===== config.mk =====
export PLATFORM = sky130hd
export DESIGN_NAME = tdm_demux
export DESIGN_NICKNAME = d
export VERILOG_FILES = /design/src/rtl/tdm_demux_pkg.sv /design/src/rtl/tdm_slot_counter.sv /design/src/rtl/tdm_demux.sv
export SDC_FILE = /design/constraint.sdc
export NUM_CORES = 1
export LEC_CHECK = 0
export CELL_PAD_IN_SITES_DETAIL_PLACEMENT = 1
export CELL_PAD_IN_SITES_GLOBAL_PLACEMENT = 1
export CORE_MARGIN = 2
export CORE_UTILIZATION = 50
export DETAILED_ROUTE_END_ITERATION = 8
export DONT_BUFFER_PORTS = 1
export PLACE_DENSITY = 0.79
export SYNTH_ARGS = -nofsm -noshare
export SYNTH_HDL_FRONTEND = slang
export SYNTH_SLANG_ARGS = --single-unit
export TNS_END_PERCENT = 20

===== constraint.sdc =====
create_clock -name clk -period 3.1 [get_ports clk]
set_input_delay 0.62 -clock clk [delete_from_list [all_inputs] [get_ports clk]]
set_output_delay 0.62 -clock clk [all_outputs]
set_load 0.005 [all_outputs]

===== src/rtl/tdm_demux_pkg.sv =====
// Shared definitions for the TDM link: framing-state encoding and slot-counter width.
// Both the demultiplexer and the multiplexer import this package.
package tdm_demux_pkg;

    typedef enum logic {
        HUNT   = 1'b0,
        SYNCED = 1'b1
    } tdm_state_e;

    // A single-channel link still needs one counter bit.
    function automatic int slotWidth(input int channels);
        return (channels <= 1) ? 1 : $clog2(channels);
    endfunction

endpackage


===== src/rtl/tdm_slot_counter.sv =====
// Modulo-CHANNELS slot counter with clear, load-to-1 and a terminal-count flag.
// The TDM multiplexer uses the same counter.
module tdm_slot_counter
    import tdm_demux_pkg::*;
#(
    parameter  int CHANNELS = 4,
    localparam int SLOT_W   = slotWidth(CHANNELS)
) (
    input  logic              clk,
    input  logic              rst,
    input  logic              clear,
    input  logic              load1,
    input  logic              advance,
    output logic [SLOT_W-1:0] count,
    output logic              terminal
);

    localparam logic [SLOT_W-1:0] LAST     = SLOT_W'(CHANNELS - 1);
    localparam logic [SLOT_W-1:0] LOAD_VAL = (CHANNELS == 1) ? '0 : SLOT_W'(1);

    assign terminal = (count == LAST);

    // Load-to-1 wraps to 0 when the frame is a single slot long.
    always_ff @(posedge clk or posedge rst) begin
        if (rst) begin
            count <= '0;
        end else if (clear) begin
            count <= '0;
        end else if (load1) begin
            count <= LOAD_VAL;
        end else if (advance) begin
            count <= terminal ? '0 : count + SLOT_W'(1);
        end
    end

endmodule


===== src/rtl/tdm_demux.sv =====
// Receive end of a framed TDM link: reassembles CHANNELS slots into one frame word,
// tracks frame lock and flags framing violations.
module tdm_demux
    import tdm_demux_pkg::*;
#(
    parameter  int CHANNELS = 4,
    parameter  int WIDTH    = 8,
    localparam int SLOT_W   = slotWidth(CHANNELS)
) (
    input  logic                      clk,
    input  logic                      rst,
    input  logic                      in_valid,
    input  logic [WIDTH-1:0]          in_data,
    input  logic                      in_sync,
    output logic [CHANNELS*WIDTH-1:0] out_data,
    output logic                      out_valid,
    output logic                      locked,
    output logic                      sync_err,
    output logic [SLOT_W-1:0]         slot
);

    // The last slot goes straight into out_data, so only CHANNELS-1 shadow entries exist.
    localparam int SHADOW_N = (CHANNELS > 1) ? CHANNELS - 1 : 1;

    tdm_state_e                 state;
    tdm_state_e                 stateNext;
    logic [WIDTH-1:0]           shadow [SHADOW_N];
    logic [SLOT_W-1:0]          slotCount;
    logic                       terminal;
    logic                       ctrClear;
    logic                       ctrLoad1;
    logic                       ctrAdvance;
    logic                       shadowWe;
    logic [SLOT_W-1:0]          shadowIdx;
    logic                       frameDone;
    logic                       errNext;
    logic [CHANNELS*WIDTH-1:0]  frameWord;

    tdm_slot_counter #(
        .CHANNELS (CHANNELS)
    ) u_slot_counter (
        .clk      (clk),
        .rst      (rst),
        .clear    (ctrClear),
        .load1    (ctrLoad1),
        .advance  (ctrAdvance),
        .count    (slotCount),
        .terminal (terminal)
    );

    always_comb begin
        frameWord = '0;
        for (int k = 0; k < CHANNELS - 1; k++) begin
            frameWord[k*WIDTH +: WIDTH] = shadow[k];
        end
        frameWord[(CHANNELS-1)*WIDTH +: WIDTH] = in_data;
    end

    // In HUNT the counter sits at 0, so terminal is set only for a one-slot frame.
    always_comb begin
        stateNext  = state;
        ctrClear   = 1'b0;
        ctrLoad1   = 1'b0;
        ctrAdvance = 1'b0;
        shadowWe   = 1'b0;
        shadowIdx  = slotCount;
        frameDone  = 1'b0;
        errNext    = 1'b0;
        if (in_valid) begin
            case (state)
                HUNT: begin
                    if (in_sync) begin
                        stateNext = SYNCED;
                        shadowWe  = 1'b1;
                        shadowIdx = '0;
                        ctrLoad1  = 1'b1;
                        frameDone = terminal;
                    end
                end
                SYNCED: begin
                    if (in_sync && slotCount != '0) begin
                        errNext   = 1'b1;
                        shadowWe  = 1'b1;
                        shadowIdx = '0;
                        ctrLoad1  = 1'b1;
                    end else if (!in_sync && slotCount == '0) begin
                        errNext   = 1'b1;
                        ctrClear  = 1'b1;
                        stateNext = HUNT;
                    end else begin
                        shadowWe   = 1'b1;
                        ctrAdvance = 1'b1;
                        frameDone  = terminal;
                    end
                end
            endcase
        end
    end

    always_ff @(posedge clk or posedge rst) begin
        if (rst) begin
            for (int k = 0; k < SHADOW_N; k++) begin
                shadow[k] <= '0;
            end
        end else begin
            for (int k = 0; k < SHADOW_N; k++) begin
                if (shadowWe && k < CHANNELS - 1 && shadowIdx == SLOT_W'(k)) begin
                    shadow[k] <= in_data;
                end
            end
        end
    end

    always_ff @(posedge clk or posedge rst) begin
        if (rst) begin
            state     <= HUNT;
            out_data  <= '0;
            out_valid <= 1'b0;
            sync_err  <= 1'b0;
        end else begin
            state     <= stateNext;
            out_valid <= frameDone;
            sync_err  <= errNext;
            if (frameDone) begin
                out_data <= frameWord;
            end
        end
    end

    assign locked = (state == SYNCED);
    assign slot   = slotCount;

endmodule


==> results of run 1 <==
## state kept, by name, indices dropped and copies added (netlist names)
signal and flops:
u_slot_counter.count 2, out_data 32, frameWord 24, sync_err 1
locked 1, out_valid 1
## path summary, 6_finish.rpt
check                                        startpoint            end  slack (ns)  depth (start not counted)
worst max-delay path            u_slot_counter.count[1]  frameWord[21]        0.57                          8
worst min-delay path                                rst   out_data[22]        0.38                          2
worst max register to register  u_slot_counter.count[1]  frameWord[21]        0.57                          8
worst min register to register             frameWord[5]   frameWord[5]        0.51                          1
max in group asynchronous                           rst   out_data[13]        2.23                          2
min in group clk                               in_valid         locked        0.40                          1
## logic make-up (layout without fill, tap and decap cells)
| family | after synthesis | after routing | synth area share (%) |
|---|---|---|---|
| compound gates | 9 | 9 | 2.59 |
| fa+ha+maj | 4 | 4 | 2.03 |
| buf+inv | 11 | 23 | 2.18 |
| flops | 61 | 61 | 61.9 |
| mux | 57 | 57 | 26.0 |
| simple gates | 19 | 19 | 5.38 |
## cell type report
cell class | count | share of cell area [%]
clock inverters | 3 | 0.688
flip-flops and latches | 61 | 56.0
clock buffers | 13 | 6.20
inverters | 6 | 0.826
multi-input cells | 89 | 33.0
well taps | 67 | 3.07
repair buffers | 1 | 0.275
## cell usage after synthesis (all sizes together) (2+ instances only)
library cell	count
nand2	5
nand2b	2
a21oi	2
o21ai	3
inv	6
nor2	5
mux2	56
nor2b	2
nand3	2
ha	4
dfrtp	61
buf	5
## worst max-delay path, stage by stage, from the launching register on
cell	delay, ns
dfrtp_1	0.43
inv_1	0.14
ha_1	0.20
inv_1	0.05
ha_1	0.21
nand2_1	0.18
nand2_2	0.11
nor4b_4	0.68
mux2_2	0.41
## routing by layer
layer / wire length (um) / track usage, % / part of all wire [%]
met4: 61 / 7.74 / 1.4
met3: 329 / 8.27 / 7.3
met2: 2330 / 31.8 / 52
met1: 1790 / 20.5 / 40
met5: 0 / 0 / 0
## layout by cell type, fill, tap and decap left out, drive strengths merged
cell type / count
a21o: 1
a21oi: 2
a31oi: 1
and3: 1
buf: 1
clkbuf: 13
clkinv: 3
dfrtp: 61
ha: 4
inv: 6
mux2: 56
mux2i: 1
nand2: 5
nand2b: 2
nand3: 2
nand3b: 1
nor2: 5
nor2b: 2
nor4b: 1
o2111ai: 1
o21ai: 3
o22ai: 1
## through the flow
stage | instance area, sq um | total power [mW]
finish | 2730 | 2.77
global route | 2730 | 2.96
detailed placement | 2540 | 2.17
global placement | 2540 | 2.09
floorplan | 2470 | 1.96
CTS | 2730 | 2.83
## report_power, final
part           total, mW  internal (mW)  switching, mW  leakage [nW]
combinational      0.709          0.415          0.294         0.440
clock              0.640          0.354          0.286        0.0994
sequential          1.42           1.16          0.267         0.773
==> flow_summary.ini, run 1 <==
[status]
status = completed

[grt]
grt_usage_pct = 18.7
grt_pass1_vias = 1440
antenna_found_initial = 0
grt-ovfl-total = 0
grt_pass1_wl_um = 7240
grt_max_degree = 62

[die]
start_util_pct = 51.9
die_h_um = 74.2
dieWidth_um = 74.2
die-area_sq_um = 5510
coreArea_sq_um = 4750
row_count = 25
ios = 49

[place]
place_hpwl_um = 3180
dp.cells = 224
dp_slack_ns = 0.552
gp_congestion = 0.813
portBuffers = 0

[clock_network]
numClockSinks = 61
clk_latency_ns = 0.32
ctsHoldBuffers = 0
post_cts_buffers = 0
cts-htree-levels = 3
clockRootBuffer = clkbuf_8
cts_buffer_depth = 2
cts_buffers = 9
cts_resized = 0
cts_tree = yes
path_clk_slew_ns = 0.06

[pwr]
ir_drop_mv = 0.544
p_leak_nw = 1.31
power.density_nw_per_um2 = 1020

[detailed_routing]
drt-pass1-iter-count = 4
via_count = 1289
wirelength_um = 4500
drt_iter0_markers = 45
wire_per_inst_um = 18.8
drc_errors = 0
ant_nets = 0
via_per_inst = 5.37

[sta]
period_needed_ns = 2.53
max_clock_freq_mhz = 395
skew_ns = 0.00798
tns_ns = 0
final-hold-violation-count = 0
drv_slew = 0
rsz0062_at_grt = false
fin_ws_ns = 0.568
hold_ws_ns = 0.381
finalSetupViolCount = 0
period_share_pct = 81.7
maxSlewHeadroom_pct = 28.2
tightest_slew_ns = 1.08

[worst_hold_path]
hp-class = primary input to asynchronous set/reset pin

[finish]
syn_to_final_growth_pct = 10.5
layout.area.seq_sq_um = 1530
multi_input_area_sq_um = 898
fin_util_pct = 57.3
final_net_count = 184
fin_cells = 240
num_antenna_cells = 0
drive_gt1_share_pct = 45.1
nFillCells = 457

[synth]
async_reset_ff_share_pct = 100
yosysTopAreaCell = dfrtp_1
syn_nets = 177
synth-edff-count = 0
synth_flop_cell = dfrtp_1
syn_area_sq_um = 2470
yosysWarningCount = 0
synth_area_leaders = dfrtp_1, mux2_2, ha_1
yosysSeqAreaShare_pct = 61.9
synth_top_area_share_pct = 61.9
yosys_register_bits = 61
ys_types = 25
syn_inst = 161
syn-mean-instance-area_sq_um = 15.3

[worst_setup_path]
crit_arrival_ns = 2.74
worstSetupStartpointType = flip-flop
worstPathMaxFanout = 8
worstSetupPathType = flip-flop to flip-flop
cp-end-kind = flip-flop
required_ns = 3.30

[run]
drv_cap = 0
Power figures use the tool's default switching activity.
==> run 2, diff against run 1 <==
--- a/config.mk
+++ b/config.mk
@@ -5,13 +5,14 @@
 export SDC_FILE = /design/constraint.sdc
 export NUM_CORES = 1
 export LEC_CHECK = 0
+export ABC_AREA = 1
 export CELL_PAD_IN_SITES_DETAIL_PLACEMENT = 1
 export CELL_PAD_IN_SITES_GLOBAL_PLACEMENT = 1
 export CORE_MARGIN = 2
-export CORE_UTILIZATION = 50
+export CORE_UTILIZATION = 47
 export DETAILED_ROUTE_END_ITERATION = 8
 export DONT_BUFFER_PORTS = 1
-export PLACE_DENSITY = 0.79
+export PLACE_DENSITY = 0.81
 export SYNTH_ARGS = -nofsm -noshare
 export SYNTH_HDL_FRONTEND = slang
 export SYNTH_SLANG_ARGS = --single-unit
==> constraint.sdc (replaced) <==
create_clock -name clk -period 2.6 [get_ports clk]
set_input_delay 0.52 -clock clk [delete_from_list [all_inputs] [get_ports clk]]
set_output_delay 0.52 -clock clk [all_outputs]
set_load 0.005 [all_outputs]
==> run 2 against run 1 <==
Global-route usage rose by 2.9 points. Worst setup slack got worse by 0.15 ns. Critical path depth rose by 1. Power rose by 18%. Worst hold slack got worse by 0.20 ns. Area after synthesis rose by 5.1%. Via count rose by 48%. Core utilization fell by 5.4 points. Clock power rose by 11%. Die area rose by 11%. Largest cell class unchanged.
==> flow_summary.ini, run 2 <==
[sta]
rsz0062_at_grt = false
tns_ns = 0
skew_ns = 0.00615
fin_ws_ns = 0.423
final-hold-violation-count = 0
maxSlewHeadroom_pct = 52.1
max_clock_freq_mhz = 459
period_share_pct = 83.7
tightest_slew_ns = 0.718
finalSetupViolCount = 0
period_needed_ns = 2.18
drv_slew = 0

[clock_network]
cts-htree-levels = 3
ctsHoldBuffers = 0
cts_tree = yes
cts_buffer_depth = 2
path_clk_slew_ns = 0.06
post_cts_buffers = 0
clk_latency_ns = 0.33
numClockSinks = 61
cts_buffers = 9
clockRootBuffer = clkbuf_8
cts_resized = 0

[detailed_routing]
route.met2.wl_um = 2850
drt_iter0_markers = 86
via_count = 1903
drc_errors = 0
wl_met3_um = 354
top_layer = met4
via_per_inst = 5.17
wire_per_inst_um = 15.6
wirelength_um = 5720
ant_nets = 0
drt-pass1-iter-count = 4
wl_met1_um = 2430

[worst_setup_path]
crit_arrival_ns = 2.45
crit_chain = inv_2, ha_1, inv_1, ha_1, a21boi_0, nand2_2, inv_4, nand2_1, nand2_1
slowest_stage = dfrtp_1
worstSetupStartpointType = flip-flop
worstPathMaxFanout = 33
slowest_delay_ns = 0.50
cp-end-kind = flip-flop
worstSetupPathType = flip-flop to flip-flop
rr_worst_depth = 9
required_ns = 2.87

[pwr]
p_leak_nw = 1.56
power.total_mw = 3.27
ir_drop_mv = 0.459
power.density_nw_per_um2 = 1170

[run]
drv_cap = 0

[synth]
syn_nets = 300
syn_inst = 284
yosysSeqAreaShare_pct = 58.9
async_reset_ff_share_pct = 100
synth_top_area_share_pct = 58.9
synth-edff-count = 0
syn_area_sq_um = 2590
synth_flop_cell = dfrtp_1
synth_most_common_cell = nand2_1
synthTopCellsByCount = nand2_1, dfrtp_1, nand3_1
synth_area_leaders = dfrtp_1, nand2_1, nand3_1
yosysWarningCount = 0
yosys_register_bits = 61
ys_types = 20
syn-mean-instance-area_sq_um = 9.13
yosysTopAreaCell = dfrtp_1

[place]
dp.cells = 353
dp_slack_ns = 0.394
place_hpwl_um = 4040
gp_congestion = 0.776
portBuffers = 0

[finish]
num_antenna_cells = 0
layout_commonest_cell = nand2_1
regMostFlops = out_data
largest_register_ff_count = 32
fin_cells = 368
final_cell_mix = nand2_1, dfrtp_1, nand3_1, clkbuf_8, nand4_1
syn_to_final_growth_pct = 8.30
fin_util_pct = 51.9
drive_gt1_share_pct = 11.1
nFillCells = 659
final_net_count = 308

[grt]
grt_pass1_wl_um = 10100
grt_usage_pct = 21.6
grt_pass1_vias = 2106
grt_max_degree = 35
antenna_found_initial = 0
grt-ovfl-total = 0

[die]
row_count = 27
die_h_um = 78.3
coreArea_sq_um = 5410
die-area_sq_um = 6130
ios = 49
start_util_pct = 48.0
dieWidth_um = 78.3

[worst_hold_path]
hp-class = primary input to asynchronous set/reset pin

[status]
status = completed
-- run 2: cell count changes after synthesis, sizes merged, moves of 3 or more --
cell / before / now
buf: 5 / 8
inv: 6 / 12
mux2: 56 / 0
nand2: 5 / 169
nand3: 2 / 12
nand4: 0 / 11
nor2: 5 / 2
-- run 2: cells by family (layout without fill, tap and decap cells) --
group	Yosys count	after routing	synth area share [%]
AOI/OAI and AO/OA	5	5	1.64
and+or+nand+nor	194	194	33.0
buffers and inverters	20	32	4.58
DFF	61	61	58.9
adders and majority gates	4	4	1.93
-- run 2: area by class of cell --
class | count | area [sq um] | area share [%]
repair buffers | 5 | 37.5 | 1.34
clock inverters | 2 | 10.0 | 0.357
flip-flops and latches | 61 | 1530 | 54.4
inverters | 12 | 47.5 | 1.69
clock buffers | 13 | 149 | 5.30
well taps | 72 | 90.1 | 3.21
multi-input cells | 203 | 947 | 33.7
-- run 2: layer usage --
metal | vias up | global-route usage [%]
li1 | 905 | -
met5 | - | 0
met1 | 941 | 27.2
met3 | 11 | 6.55
met4 | 0 | 7.89
met2 | 46 | 35.5
-- run 2: where the power goes --
group / internal, mW / switching (mW) / leakage [nW]
Combinational: 0.323 / 0.608 / 0.688
Clock: 0.364 / 0.343 / 0.0833
Sequential: 1.34 / 0.293 / 0.792
-- run 2: final timing paths --
path                                         start       endpoint  slack [ns]
max                        u_slot_counter.count[0]   out_data[21]        0.42
min                                            rst  frameWord[19]        0.18
max reg2reg                u_slot_counter.count[0]   out_data[21]        0.42
min reg2reg                          frameWord[21]  frameWord[21]        0.47
max in group asynchronous                      rst  frameWord[14]        1.72
min in group clk                        in_data[4]   out_data[28]        0.30
-- run 2: critical path: cells and delay by family (launching register included) --
kind	cells	cell delay [ns]
and+or+nand+nor	3	0.45
DFF	1	0.50
adders and majority gates	2	0.38
AOI/OAI and AO/OA	1	0.22
buffers and inverters	3	0.56
-- run 2: per-stage QoR --
stage               instance area (sq um)  hold slack (ns)
floorplan                            2590            0.442
finish                               2810            0.182
CTS                                  2810            0.206
global route                         2810            0.228
detailed placement                   2650            0.459
global placement                     2650            0.450
